<file path="src/rtl/rvee_trap_ctrl_if.sv">
// -----------------------------------------------------------------------------
// rvee_trap_ctrl_if
//
// Purpose:
//   Bundles every signal exchanged between the trap controller and the rest of
//   the core (pipeline, CSR file, fetch unit). The controller connects through
//   the slave modport. The core-side logic (or a testbench) uses the master
//   modport.
//
// Signal summary (direction as seen by the trap controller / slave):
//   exc_valid      in   synchronous exception from the pipeline
//   exc_cause      in   exception code [3:0]
//   exc_pc         in   faulting PC
//   exc_tval       in   trap value for mtval
//   irq_msip       in   machine software interrupt line (level)
//   irq_mtip       in   machine timer interrupt line (level)
//   irq_meip       in   machine external interrupt line (level)
//   mstatus_mie    in   global interrupt enable
//   mie_en         in   {MEIE, MTIE, MSIE}
//   mret_valid     in   MRET executed
//   mtvec, mepc    in   CSR values
//   next_pc        in   PC of the oldest unretired instruction
//   pipe_idle      in   pipeline drained
//   stall          out  hold fetch/issue
//   trap_req       out  one-cycle trap-entry strobe for the CSR file
//   trap_irq       out  cause is an interrupt
//   trap_cause     out  cause code [3:0]
//   trap_pc        out  value for mepc
//   tval_we        out  mtval write strobe
//   tval           out  mtval value
//   mret_restore   out  one-cycle strobe, mie <= mpie
//   redirect_valid out  one-cycle PC redirect
//   redirect_pc    out  redirect target
// -----------------------------------------------------------------------------
interface rvee_trap_ctrl_if #(
  parameter int XLEN = 32
);

  logic            exc_valid;
  logic [3:0]      exc_cause;
  logic [XLEN-1:0] exc_pc;
  logic [XLEN-1:0] exc_tval;
  logic            irq_msip;
  logic            irq_mtip;
  logic            irq_meip;
  logic            mstatus_mie;
  logic [2:0]      mie_en;
  logic            mret_valid;
  logic [XLEN-1:0] mtvec;
  logic [XLEN-1:0] mepc;
  logic [XLEN-1:0] next_pc;
  logic            pipe_idle;

  logic            stall;
  logic            trap_req;
  logic            trap_irq;
  logic [3:0]      trap_cause;
  logic [XLEN-1:0] trap_pc;
  logic            tval_we;
  logic [XLEN-1:0] tval;
  logic            mret_restore;
  logic            redirect_valid;
  logic [XLEN-1:0] redirect_pc;

  // Core side: drives pipeline events and CSR values, consumes trap controls.
  modport master (
    output exc_valid, exc_cause, exc_pc, exc_tval,
    output irq_msip, irq_mtip, irq_meip, mstatus_mie, mie_en,
    output mret_valid, mtvec, mepc, next_pc, pipe_idle,
    input  stall, trap_req, trap_irq, trap_cause, trap_pc,
    input  tval_we, tval, mret_restore, redirect_valid, redirect_pc
  );

  // Trap controller side.
  modport slave (
    input  exc_valid, exc_cause, exc_pc, exc_tval,
    input  irq_msip, irq_mtip, irq_meip, mstatus_mie, mie_en,
    input  mret_valid, mtvec, mepc, next_pc, pipe_idle,
    output stall, trap_req, trap_irq, trap_cause, trap_pc,
    output tval_we, tval, mret_restore, redirect_valid, redirect_pc
  );

endinterface

</file>
<file path="src/rtl/rvee_trap_ctrl.sv">
// -----------------------------------------------------------------------------
// rvee_trap_ctrl
//
// Purpose:
//   Machine-mode trap sequencer. It arbitrates between synchronous exceptions,
//   the three machine interrupts and MRET. It stalls the front end while the
//   pipeline drains for an interrupt, strobes the CSR file on trap entry and
//   issues the PC redirect.
//
//   Priority: exception > MEI (11) > MSI (3) > MTI (7) > MRET.
//
//   State flow:
//     IDLE   --exc-->  COMMIT --> REDIRECT --> IDLE
//     IDLE   --irq-->  DRAIN --pipe_idle--> COMMIT --> REDIRECT --> IDLE
//                      (COMMIT returns straight to IDLE if the interrupt is gone)
//     IDLE   --mret--> REDIRECT --> IDLE
//
// Ports:
//   clk      in  clock, all state updates on the rising edge
//   rst      in  synchronous, active-high reset
//   trap_if  slave modport of rvee_trap_ctrl_if (see that file for signals)
//
// Configuration:
//   RVEE_TRAP_VECTORED_EN - when defined and mtvec[1:0] == 2'b01, interrupt
//   redirects go to base + 4*cause. Exceptions and MRET always use the base
//   (or mepc). When undefined, mtvec[1:0] is ignored entirely.
// -----------------------------------------------------------------------------
module rvee_trap_ctrl #(
  parameter int XLEN = 32
) (
  input logic             clk,
  input logic             rst,
  rvee_trap_ctrl_if.slave trap_if
);

  typedef enum logic [1:0] {
    IDLE,
    DRAIN,
    COMMIT,
    REDIRECT
  } state_t;

  localparam logic [3:0] CAUSE_MSI = 4'd3;
  localparam logic [3:0] CAUSE_MTI = 4'd7;
  localparam logic [3:0] CAUSE_MEI = 4'd11;

  state_t          r_state;
  state_t          w_next_state;

  // Latched trap context. r_is_irq / r_is_mret select how REDIRECT forms the
  // target address.
  logic [3:0]      r_cause;
  logic [XLEN-1:0] r_pc;
  logic [XLEN-1:0] r_tval;
  logic            r_is_irq;
  logic            r_is_mret;

  logic [3:0]      w_cause_d;
  logic [XLEN-1:0] w_pc_d;
  logic [XLEN-1:0] w_tval_d;
  logic            w_is_irq_d;
  logic            w_is_mret_d;

  logic [2:0]      w_irq_lines;
  logic            w_irq_pending;
  logic [3:0]      w_irq_cause;

  logic            w_trap_req;
  logic            w_tval_we;
  logic            w_mret_restore;
  logic            w_redirect_valid;
  logic [XLEN-1:0] w_redirect_pc;
  logic [3:0]      w_trap_cause;

  logic [XLEN-1:0] w_mtvec_base;
  logic [XLEN-1:0] w_trap_target;

  // Enabled, pending interrupt lines in {MEI, MTI, MSI} order. The cause
  // select follows MEI > MSI > MTI, which is not the bit order.
  assign w_irq_lines   = {trap_if.irq_meip, trap_if.irq_mtip, trap_if.irq_msip} & trap_if.mie_en;
  assign w_irq_pending = trap_if.mstatus_mie & (|w_irq_lines);

  always_comb begin
    w_irq_cause = CAUSE_MTI;
    if (w_irq_lines[2]) begin
      w_irq_cause = CAUSE_MEI;
    end else if (w_irq_lines[0]) begin
      w_irq_cause = CAUSE_MSI;
    end
  end

  // Trap target address. The low two mtvec bits are the mode field and never
  // part of the address.
  assign w_mtvec_base = {trap_if.mtvec[XLEN-1:2], 2'b00};

`ifdef RVEE_TRAP_VECTORED_EN
  always_comb begin
    w_trap_target = w_mtvec_base;
    if (r_is_irq && (trap_if.mtvec[1:0] == 2'b01)) begin
      w_trap_target = w_mtvec_base + {{(XLEN-6){1'b0}}, r_cause, 2'b00};
    end
  end
`else
  logic [1:0] w_unused_mtvec_mode;
  assign w_unused_mtvec_mode = trap_if.mtvec[1:0];
  assign w_trap_target       = w_mtvec_base;
`endif

  // State and trap-context registers. Reset clears everything, so a reset
  // taken in DRAIN or COMMIT discards the pending trap.
  always_ff @(posedge clk) begin
    if (rst) begin
      r_state   <= IDLE;
      r_cause   <= '0;
      r_pc      <= '0;
      r_tval    <= '0;
      r_is_irq  <= 1'b0;
      r_is_mret <= 1'b0;
    end else begin
      r_state   <= w_next_state;
      r_cause   <= w_cause_d;
      r_pc      <= w_pc_d;
      r_tval    <= w_tval_d;
      r_is_irq  <= w_is_irq_d;
      r_is_mret <= w_is_mret_d;
    end
  end

  // Next-state logic, context capture and strobe generation. Each strobe is
  // tied to a single-cycle state (COMMIT, REDIRECT) or to the IDLE->REDIRECT
  // transition. That makes back-to-back pulses impossible.
  always_comb begin
    w_next_state     = r_state;
    w_cause_d        = r_cause;
    w_pc_d           = r_pc;
    w_tval_d         = r_tval;
    w_is_irq_d       = r_is_irq;
    w_is_mret_d      = r_is_mret;
    w_trap_req       = 1'b0;
    w_tval_we        = 1'b0;
    w_mret_restore   = 1'b0;
    w_redirect_valid = 1'b0;
    w_redirect_pc    = '0;
    w_trap_cause     = r_cause;

    case (r_state)
      IDLE: begin
        if (trap_if.exc_valid) begin
          w_cause_d    = trap_if.exc_cause;
          w_pc_d       = trap_if.exc_pc;
          w_tval_d     = trap_if.exc_tval;
          w_is_irq_d   = 1'b0;
          w_is_mret_d  = 1'b0;
          w_next_state = COMMIT;
        end else if (w_irq_pending) begin
          w_is_irq_d   = 1'b1;
          w_is_mret_d  = 1'b0;
          w_next_state = DRAIN;
        end else if (trap_if.mret_valid) begin
          w_mret_restore = 1'b1;
          w_is_irq_d     = 1'b0;
          w_is_mret_d    = 1'b1;
          w_next_state   = REDIRECT;
        end
      end

      // A late exception still outranks the interrupt that is being drained.
      DRAIN: begin
        if (trap_if.exc_valid) begin
          w_cause_d    = trap_if.exc_cause;
          w_pc_d       = trap_if.exc_pc;
          w_tval_d     = trap_if.exc_tval;
          w_is_irq_d   = 1'b0;
          w_next_state = COMMIT;
        end else if (trap_if.pipe_idle) begin
          w_cause_d    = w_irq_cause;
          w_pc_d       = trap_if.next_pc;
          w_tval_d     = '0;
          w_is_irq_d   = 1'b1;
          w_next_state = COMMIT;
        end
      end

      // Level interrupts may have dropped or changed while draining. The cause
      // is re-evaluated here, and the trap is abandoned if nothing is pending.
      COMMIT: begin
        if (!r_is_irq) begin
          w_trap_req   = 1'b1;
          w_tval_we    = 1'b1;
          w_next_state = REDIRECT;
        end else if (w_irq_pending) begin
          w_trap_req   = 1'b1;
          w_trap_cause = w_irq_cause;
          w_cause_d    = w_irq_cause;
          w_next_state = REDIRECT;
        end else begin
          w_next_state = IDLE;
        end
      end

      REDIRECT: begin
        w_redirect_valid = 1'b1;
        w_redirect_pc    = r_is_mret ? trap_if.mepc : w_trap_target;
        w_next_state     = IDLE;
      end

      default: begin
        w_next_state = IDLE;
      end
    endcase

    // No strobe may escape in the cycle reset is applied.
    if (rst) begin
      w_trap_req       = 1'b0;
      w_tval_we        = 1'b0;
      w_mret_restore   = 1'b0;
      w_redirect_valid = 1'b0;
    end
  end

  assign trap_if.stall          = (r_state != IDLE);
  assign trap_if.trap_req       = w_trap_req;
  assign trap_if.trap_irq       = r_is_irq;
  assign trap_if.trap_cause     = w_trap_cause;
  assign trap_if.trap_pc        = r_pc;
  assign trap_if.tval_we        = w_tval_we;
  assign trap_if.tval           = r_tval;
  assign trap_if.mret_restore   = w_mret_restore;
  assign trap_if.redirect_valid = w_redirect_valid;
  assign trap_if.redirect_pc    = w_redirect_pc;

endmodule

</file>
<file path="src/flat_wrapper.sv">
// flat-port wrapper written by rule: the top's interface ports become plain ports
module rvee_trap_ctrl_flat 
#(
  parameter int XLEN = 32
)
  (clk, rst, trap_if_exc_valid, trap_if_exc_cause, trap_if_exc_pc, trap_if_exc_tval, trap_if_irq_msip, trap_if_irq_mtip, trap_if_irq_meip, trap_if_mstatus_mie, trap_if_mie_en, trap_if_mret_valid, trap_if_mtvec, trap_if_mepc, trap_if_next_pc, trap_if_pipe_idle, trap_if_stall, trap_if_trap_req, trap_if_trap_irq, trap_if_trap_cause, trap_if_trap_pc, trap_if_tval_we, trap_if_tval, trap_if_mret_restore, trap_if_redirect_valid, trap_if_redirect_pc);
  rvee_trap_ctrl_if #(.XLEN(XLEN)) trap_if_i ();
  input logic clk;
  input logic rst;
  input wire logic [$bits(trap_if_i.exc_valid)-1:0] trap_if_exc_valid;
  input wire logic [$bits(trap_if_i.exc_cause)-1:0] trap_if_exc_cause;
  input wire logic [$bits(trap_if_i.exc_pc)-1:0] trap_if_exc_pc;
  input wire logic [$bits(trap_if_i.exc_tval)-1:0] trap_if_exc_tval;
  input wire logic [$bits(trap_if_i.irq_msip)-1:0] trap_if_irq_msip;
  input wire logic [$bits(trap_if_i.irq_mtip)-1:0] trap_if_irq_mtip;
  input wire logic [$bits(trap_if_i.irq_meip)-1:0] trap_if_irq_meip;
  input wire logic [$bits(trap_if_i.mstatus_mie)-1:0] trap_if_mstatus_mie;
  input wire logic [$bits(trap_if_i.mie_en)-1:0] trap_if_mie_en;
  input wire logic [$bits(trap_if_i.mret_valid)-1:0] trap_if_mret_valid;
  input wire logic [$bits(trap_if_i.mtvec)-1:0] trap_if_mtvec;
  input wire logic [$bits(trap_if_i.mepc)-1:0] trap_if_mepc;
  input wire logic [$bits(trap_if_i.next_pc)-1:0] trap_if_next_pc;
  input wire logic [$bits(trap_if_i.pipe_idle)-1:0] trap_if_pipe_idle;
  output wire logic [$bits(trap_if_i.stall)-1:0] trap_if_stall;
  output wire logic [$bits(trap_if_i.trap_req)-1:0] trap_if_trap_req;
  output wire logic [$bits(trap_if_i.trap_irq)-1:0] trap_if_trap_irq;
  output wire logic [$bits(trap_if_i.trap_cause)-1:0] trap_if_trap_cause;
  output wire logic [$bits(trap_if_i.trap_pc)-1:0] trap_if_trap_pc;
  output wire logic [$bits(trap_if_i.tval_we)-1:0] trap_if_tval_we;
  output wire logic [$bits(trap_if_i.tval)-1:0] trap_if_tval;
  output wire logic [$bits(trap_if_i.mret_restore)-1:0] trap_if_mret_restore;
  output wire logic [$bits(trap_if_i.redirect_valid)-1:0] trap_if_redirect_valid;
  output wire logic [$bits(trap_if_i.redirect_pc)-1:0] trap_if_redirect_pc;
  assign trap_if_i.exc_valid = trap_if_exc_valid;
  assign trap_if_i.exc_cause = trap_if_exc_cause;
  assign trap_if_i.exc_pc = trap_if_exc_pc;
  assign trap_if_i.exc_tval = trap_if_exc_tval;
  assign trap_if_i.irq_msip = trap_if_irq_msip;
  assign trap_if_i.irq_mtip = trap_if_irq_mtip;
  assign trap_if_i.irq_meip = trap_if_irq_meip;
  assign trap_if_i.mstatus_mie = trap_if_mstatus_mie;
  assign trap_if_i.mie_en = trap_if_mie_en;
  assign trap_if_i.mret_valid = trap_if_mret_valid;
  assign trap_if_i.mtvec = trap_if_mtvec;
  assign trap_if_i.mepc = trap_if_mepc;
  assign trap_if_i.next_pc = trap_if_next_pc;
  assign trap_if_i.pipe_idle = trap_if_pipe_idle;
  assign trap_if_stall = trap_if_i.stall;
  assign trap_if_trap_req = trap_if_i.trap_req;
  assign trap_if_trap_irq = trap_if_i.trap_irq;
  assign trap_if_trap_cause = trap_if_i.trap_cause;
  assign trap_if_trap_pc = trap_if_i.trap_pc;
  assign trap_if_tval_we = trap_if_i.tval_we;
  assign trap_if_tval = trap_if_i.tval;
  assign trap_if_mret_restore = trap_if_i.mret_restore;
  assign trap_if_redirect_valid = trap_if_i.redirect_valid;
  assign trap_if_redirect_pc = trap_if_i.redirect_pc;
  rvee_trap_ctrl #(.XLEN(XLEN)) u_core (.clk(clk), .rst(rst), .trap_if(trap_if_i));
endmodule
</file>
<file path="config.mk">
export PLATFORM = sky130hd
export DESIGN_NAME = rvee_trap_ctrl_flat
export DESIGN_NICKNAME = d
export VERILOG_FILES = /design/src/rtl/rvee_trap_ctrl_if.sv /design/src/rtl/rvee_trap_ctrl.sv /design/src/flat_wrapper.sv
export SDC_FILE = /design/constraint.sdc
export NUM_CORES = 1
export LEC_CHECK = 0
export CAP_MARGIN = 20
export CORE_UTILIZATION = 26
export DETAILED_ROUTE_END_ITERATION = 12
export GPL_TIMING_DRIVEN = 0
export MAX_ROUTING_LAYER = met4
export PLACE_DENSITY = 0.69
export SYNTH_ARGS = -nofsm -noshare
export SYNTH_HDL_FRONTEND = slang
export SYNTH_SLANG_ARGS = --single-unit
</file>
<file path="constraint.sdc">
create_clock -name clk -period 2.56 [get_ports clk]
set_input_delay 0.256 -clock clk [delete_from_list [all_inputs] [get_ports clk]]
set_output_delay 0.256 -clock clk [all_outputs]
set_load 0.01 [all_outputs]
</file>
# Word level (Yosys, flattened, before mapping)

Cells that the tools add are included.

Equal/unequal tests: 6
Multiplexer cells: 50
Bitwise operators: 2
Reduce and logical (&&, ||, !) cells: 11

Operators by type and width:

| kind               | number |
|---|---|
| $mux 32            | 8 |
| $pmux 32 s2        | 2 |
| $mux 4             | 7 |
| $mux 1             | 22 |
| $mux 2             | 7 |
| $pmux 4 s3         | 1 |
| $reduce_and 3->1   | 3 |
| $pmux 2 s4         | 1 |
| $reduce_bool 3->1  | 2 |
| $eq 2x2->1 const B | 2 |
| $ne 4x3->1 const B | 1 |
| $reduce_and 2->1   | 2 |
| $reduce_bool 2->1  | 2 |
| $and 3x3->3        | 1 |
| $mux 3             | 1 |
| $ne 3x3->1 const B | 1 |
| $reduce_or 3->1    | 1 |
| $eq 2x1->1 const B | 1 |
| $logic_not 2->1    | 1 |
| $ne 2x2->1 const B | 1 |
| $pmux 1 s2         | 1 |
| $and 1x1->1        | 1 |

Bits in registers: 72
Bits of input ports: 176
Word-level logic and storage cells: 75

# Depth between registers and ports, before layout

Depth after elaboration: 7
Gate-level depth with buffers: 9
Depth with buffers taken out: 7

# Worst setup path after synthesis

No wires, ideal clock.

Path kind: reg-to-reg
Start: register u_core.r_state[0]
End: register u_core.r_is_irq (netlist: u_core.trap_if.trap_irq)
Data arrival time: 1700 ps
Required time: 2490 ps
Slack: 789 ps
Stages on the path, launching flop included: 8
Buffers on the path: 1
Clock period less this slack: 1771 ps
Cells stage by stage: dfxtp_1 > inv_1 > ha_1 > buf_2 > nand2_1 > o32ai_4 > or4_2 > a21oi_1

Longest elaborated chain between the ends: 3

RTL lines:

| element                                              | RTL line              | source |
|---|---|---|
| from (decl)                                          | rvee_trap_ctrl.sv:47  | `state_t r_state;` |
| from (signal assigned)                               | rvee_trap_ctrl.sv:120 | `r_state <= w_next_state;` |
| $eq 2x1->1 / $logic_not 2->1 (equally long branches) | rvee_trap_ctrl.sv:146 | `case (r_state)` |
| $ne 3x3->1 (no line), or another cell as far along   | -                     |  |
| $reduce_and 3->1 (no line)                           | -                     |  |
| to (signal assigned)                                 | rvee_trap_ctrl.sv:124 | `r_is_irq <= w_is_irq_d;` |
| to (decl)                                            | rvee_trap_ctrl.sv:55  | `logic r_is_irq;` |

Several ways; a longest one is shown, not always the timed one.
A chain may end at the register's enable or synchronous reset.

# Worst setup path after layout

Start: input trap_if_irq_meip
End: output trap_if_trap_cause[1]

Longest elaborated chain between the ends: 6

RTL lines:

| element         | RTL line              | source |
|---|---|---|
| from (decl)     | flat_wrapper.sv:16    | `input wire logic [$bits(trap_if_i.irq_meip)-1:0] trap_if_irq_meip;` |
| $and 3x3->3 (*) | rvee_trap_ctrl.sv:80  | `assign w_irq_lines = {trap_if.irq_meip, trap_if.irq_mtip, trap_if.irq_msip} & trap_if.mie_en;` |
| $reduce_or 3->1 | rvee_trap_ctrl.sv:81  | `assign w_irq_pending = trap_if.mstatus_mie & (\|w_irq_lines);` |
| $and 1x1->1     | rvee_trap_ctrl.sv:81  |  |
| $mux 4 (*)      | -                     |  |
| $mux 4 (*)      | rvee_trap_ctrl.sv:187 | `if (!r_is_irq) begin` |
| $mux 4 (*)      | rvee_trap_ctrl.sv:146 |  |
| to (decl)       | flat_wrapper.sv:27    | `output wire logic [$bits(trap_if_i.trap_cause)-1:0] trap_if_trap_cause;` |

Every way passes the cells marked *; elsewhere a longest branch is shown, timed or not.

==> metrics.md <==
| Metric | Value |
|---|---|
| Vias in the first global route | roughly 4,200 |
| Vias post-DR | ~4,400 |
| Core ar. | 14,000 um^2 |
| Commonest non-fill, non-tap cell in the layout | clkdlybuf4s50_1 |
| Initial core utilization | a little over a quarter |
| Logic pwr share | 42.0% |
| Library cells used by synthesis | 38 |
| Post-synthesis sequential area ratio | 38.2% |
| Syn Area/Cell | just over 8 um^2 |
| Flop-to-flop setup slack | approximately 0.27 ns |
| Final #Nets | 923 |
| Worst skew pair latency | about 0.33 ns |
| Synth Flop Type | dfxtp_1 |
| Initial DRC Count | about 130 |
| CP Capture Type | output port |
| Peak supply drop | between 0.0003 and 0.0004 V |
| H-tree depth | 3 |
| Layout cells sized above 1 | 5.08% |
| Mapped Cells | approximately 450 |
| Minimum clock period | about 2.4 ns |
| Remaining DRCs | 0 |
| Crit Reg-Reg Startpoint | u_core.r_state[0]$_SDFFE_PP0P_ |
| Post-synth EDFFs | 0 |
| Die width | about 120 um |
| Switching pwr | 1710 uW |
| Internal power | 3570 uW |
| Clock buffer depth | 2 |
| Critical path data required time | 2.30 ns |
| Hold Vio Cnt, Final | 0 |
| Util after Layout | between 50% and 60% |
| Max-cap viol count | 0 |
| Worst-path fanout max | 5 |
| Multi-input gate area | about 2100 um^2 |
| Sw frac | about a third |
| Critical R2R Capture | u_core.trap_if.trap_pc[10]$_SDFFE_PP0P_ |
| Routed len/inst | about 16 um |
| Leakage | between 0.002 and 0.003 uW |
| Post-DRT Antenna Nets | 0 |
| Mapped Area | roughly 3800 um^2 |
| Seq cells post-synth | roughly 70 |
| Area added between synthesis and finish | 89.8% |
| Final Slew Violations | 0 |
| # setup viols final | 0 |
| TritonRoute pass-1 iters | 5 |
| Row count | 43 |
| ANT cells | 0 |
| DPL Wire Length | between 10,000 and 15,000 um |
| Vias per cell | 4.79 |
| Global-route wire length before repair | 21,700 um |
| Initial antenna violation count | 0 |
| Aggregate routed wire length | 14,800 um |
| Port bufs | around 280 |
| Most frequent cells in the layout | 276 x clkdlybuf4s50_1, 72 x dfxtp_1, 63 x mux2i_1, 43 x nor2_1, 40 x nand2_1 |
| Fin area | 7170 um^2 |
| PD cells | 737 nW/um^2 |
| Clock Power Share | about 29% |
| Die height | about 120 um |
| Register Area | approximately 1400 um^2 |
| Max Fclk | between 0.4 and 0.5 GHz |
| Synth warn | 0 |
| RSZ-0062 raised after global routing | false |
| CTS tree | done |
| Outcome | finished, final reports clean |
| Final period utilization | between 90% and 100% |
| Placer Congestion | between 0.8 and 0.9 |
| TritonCTS Buffers | 9 |
| Worst Setup SP | trap_if_irq_meip |
| CTS Root Cell | clkbuf_16 |
| Clock transition at path regs | around 0.06 ns |
| Ys async rst share | 0% |
| Critical path arrival | between 2 and 2.5 ns |
| Crit path capture | trap_if_trap_cause[1] |
| Syn nets | 634 |
| Die area | ~15,000 um^2 |
| Worst slew pin tran | 0.567 ns |
| Final global-route overflow total | 0 |
| Sequential fraction of design power | ~29% |
| Total track usage | 19.3% |
| CP Launch Type | primary input |
| Hold Path Class | in2reg |
| CTS Sinks | 72 |
| Crit path kind | in2out |
| Filler Cells Inserted | between 1,000 and 1,500 |
| Final Skew | roughly 0.0056 ns |
| Largest net degree at the start of global routing | 14 |
| Slew Limit Headroom | 62.2% |
| I/O pin count | around 280 |
| R2R depth | 8 |
| DP Area | 6770 um^2 |
registers in the layout, indices dropped and copies added (netlist names):
register                 cells
u_core.r_cause               4
u_core.trap_if.trap_pc      32
u_core.trap_if.trap_irq      1
u_core.r_is_mret             1
u_core.r_state               2
u_core.trap_if.tval         32
how the worst min path moves through the flow:
stage,start,to,slack [ns],depth (start not counted)
after floorplan,trap_if_exc_tval[0],u_core.trap_if.tval[0]$_SDFFE_PP0P_,0.41,2
after global placement,u_core.trap_if.tval[3]$_SDFFE_PP0P_,u_core.trap_if.tval[3]$_SDFFE_PP0P_,0.44,2
after detailed placement,u_core.trap_if.tval[25]$_SDFFE_PP0P_,u_core.trap_if.tval[25]$_SDFFE_PP0P_,0.45,2
after CTS,trap_if_exc_valid,u_core.r_is_mret$_SDFFE_PP0P_,0.34,4
after global routing,trap_if_exc_valid,u_core.trap_if.trap_irq$_SDFFE_PP0P_,0.37,3
final,trap_if_exc_valid,u_core.r_is_mret$_SDFFE_PP0P_,0.36,4
critical path, stage by stage:
cell	delay, ns
clkdlybuf4s50_1	0.44
a222oi_1	0.45
buf_4	0.22
nor2_1	0.05
or2_2	0.27
clkdlybuf4s50_1	0.48
synth_stat cells, drive strengths merged, types with 3 or more instances:
| master | number | area share (%) |
|---|---|---|
| dfxtp | 72 | 38 |
| mux2i | 63 | 17 |
| nor2 | 44 | 4.4 |
| nand2 | 40 | 4.0 |
| a21oi | 36 | 4.8 |
| nand3 | 35 | 4.6 |
| a211oi | 34 | 6.8 |
| nor2b | 34 | 5.7 |
| clkbuf | 25 | 2.5 |
| buf | 15 | 1.8 |
| inv | 9 | 0.89 |
| o21ai | 9 | 1.2 |
| ha | 4 | 1.3 |
| nor3 | 4 | 0.53 |
| o22ai | 3 | 0.50 |
| or2 | 3 | 0.50 |
per-stage QoR:
stage / power [uW] / TNS [ns] / setup slack [ns] / instances / hold WS, ns
floorplan: 2610 / 0 / 0.789 / 454 / 0.408
global placement: 3700 / -0.500 / -0.358 / 911 / 0.440
detailed placement: 3750 / -0.450 / -0.337 / 911 / 0.446
CTS: 5330 / 0 / 0.0239 / 928 / 0.339
global route: 5600 / 0 / 0.0143 / 928 / 0.371
finish: 5280 / 0 / 0.140 / 928 / 0.357
per-layer routing:
metal | routed length (um) | vias up | global-route usage [%] | share of wire, %
met5 | 0 | - | - | 0
met4 | 203 | 0 | 5.18 | 1.4
met3 | 1400 | 14 | 5.16 | 9.5
met2 | 7540 | 233 | 34.8 | 51
met1 | 5620 | 2022 | 20.7 | 38
li1 | - | 2173 | - | -
power by group through the flow:
stage	Sequential, uW	Combinational (uW)	Clock (uW)
after floorplan	1620	991	0
after global placement	1520	2180	0
after detailed placement	1530	2220	0
after CTS	1510	2230	1580
after global routing	1540	2410	1640
final	1510	2220	1550
cells by family after synthesis:
family,count (synthesis),synth area share [%]
AOI/OAI and AO/OA,100,17.7
adders and majority gates,4,1.33
buffers and inverters,49,5.20
DFF,72,38.2
muxes,63,16.7
and+or+nand+nor,166,20.9
what timing repair did:
item | CTS | global route
buffers inserted | 1 | 0
endpoints found under the setup margin | 35 | 15
hold buffers | 0 | 0
pin swaps | 1 | 1
resized for setup | 4 | 7
endpoints found under the hold margin | 0 | 0
layout make-up:
class	instances	area share, %
multi-input cells	333	29.9
clock inverters	6	1.96
plain buffers	40	2.43
clock buffers	10	3.19
repair buffers	278	38.8
well taps	180	3.14
flip-flops and latches	72	20.1
inverters	9	0.471
Power figures use the tool's default switching activity.
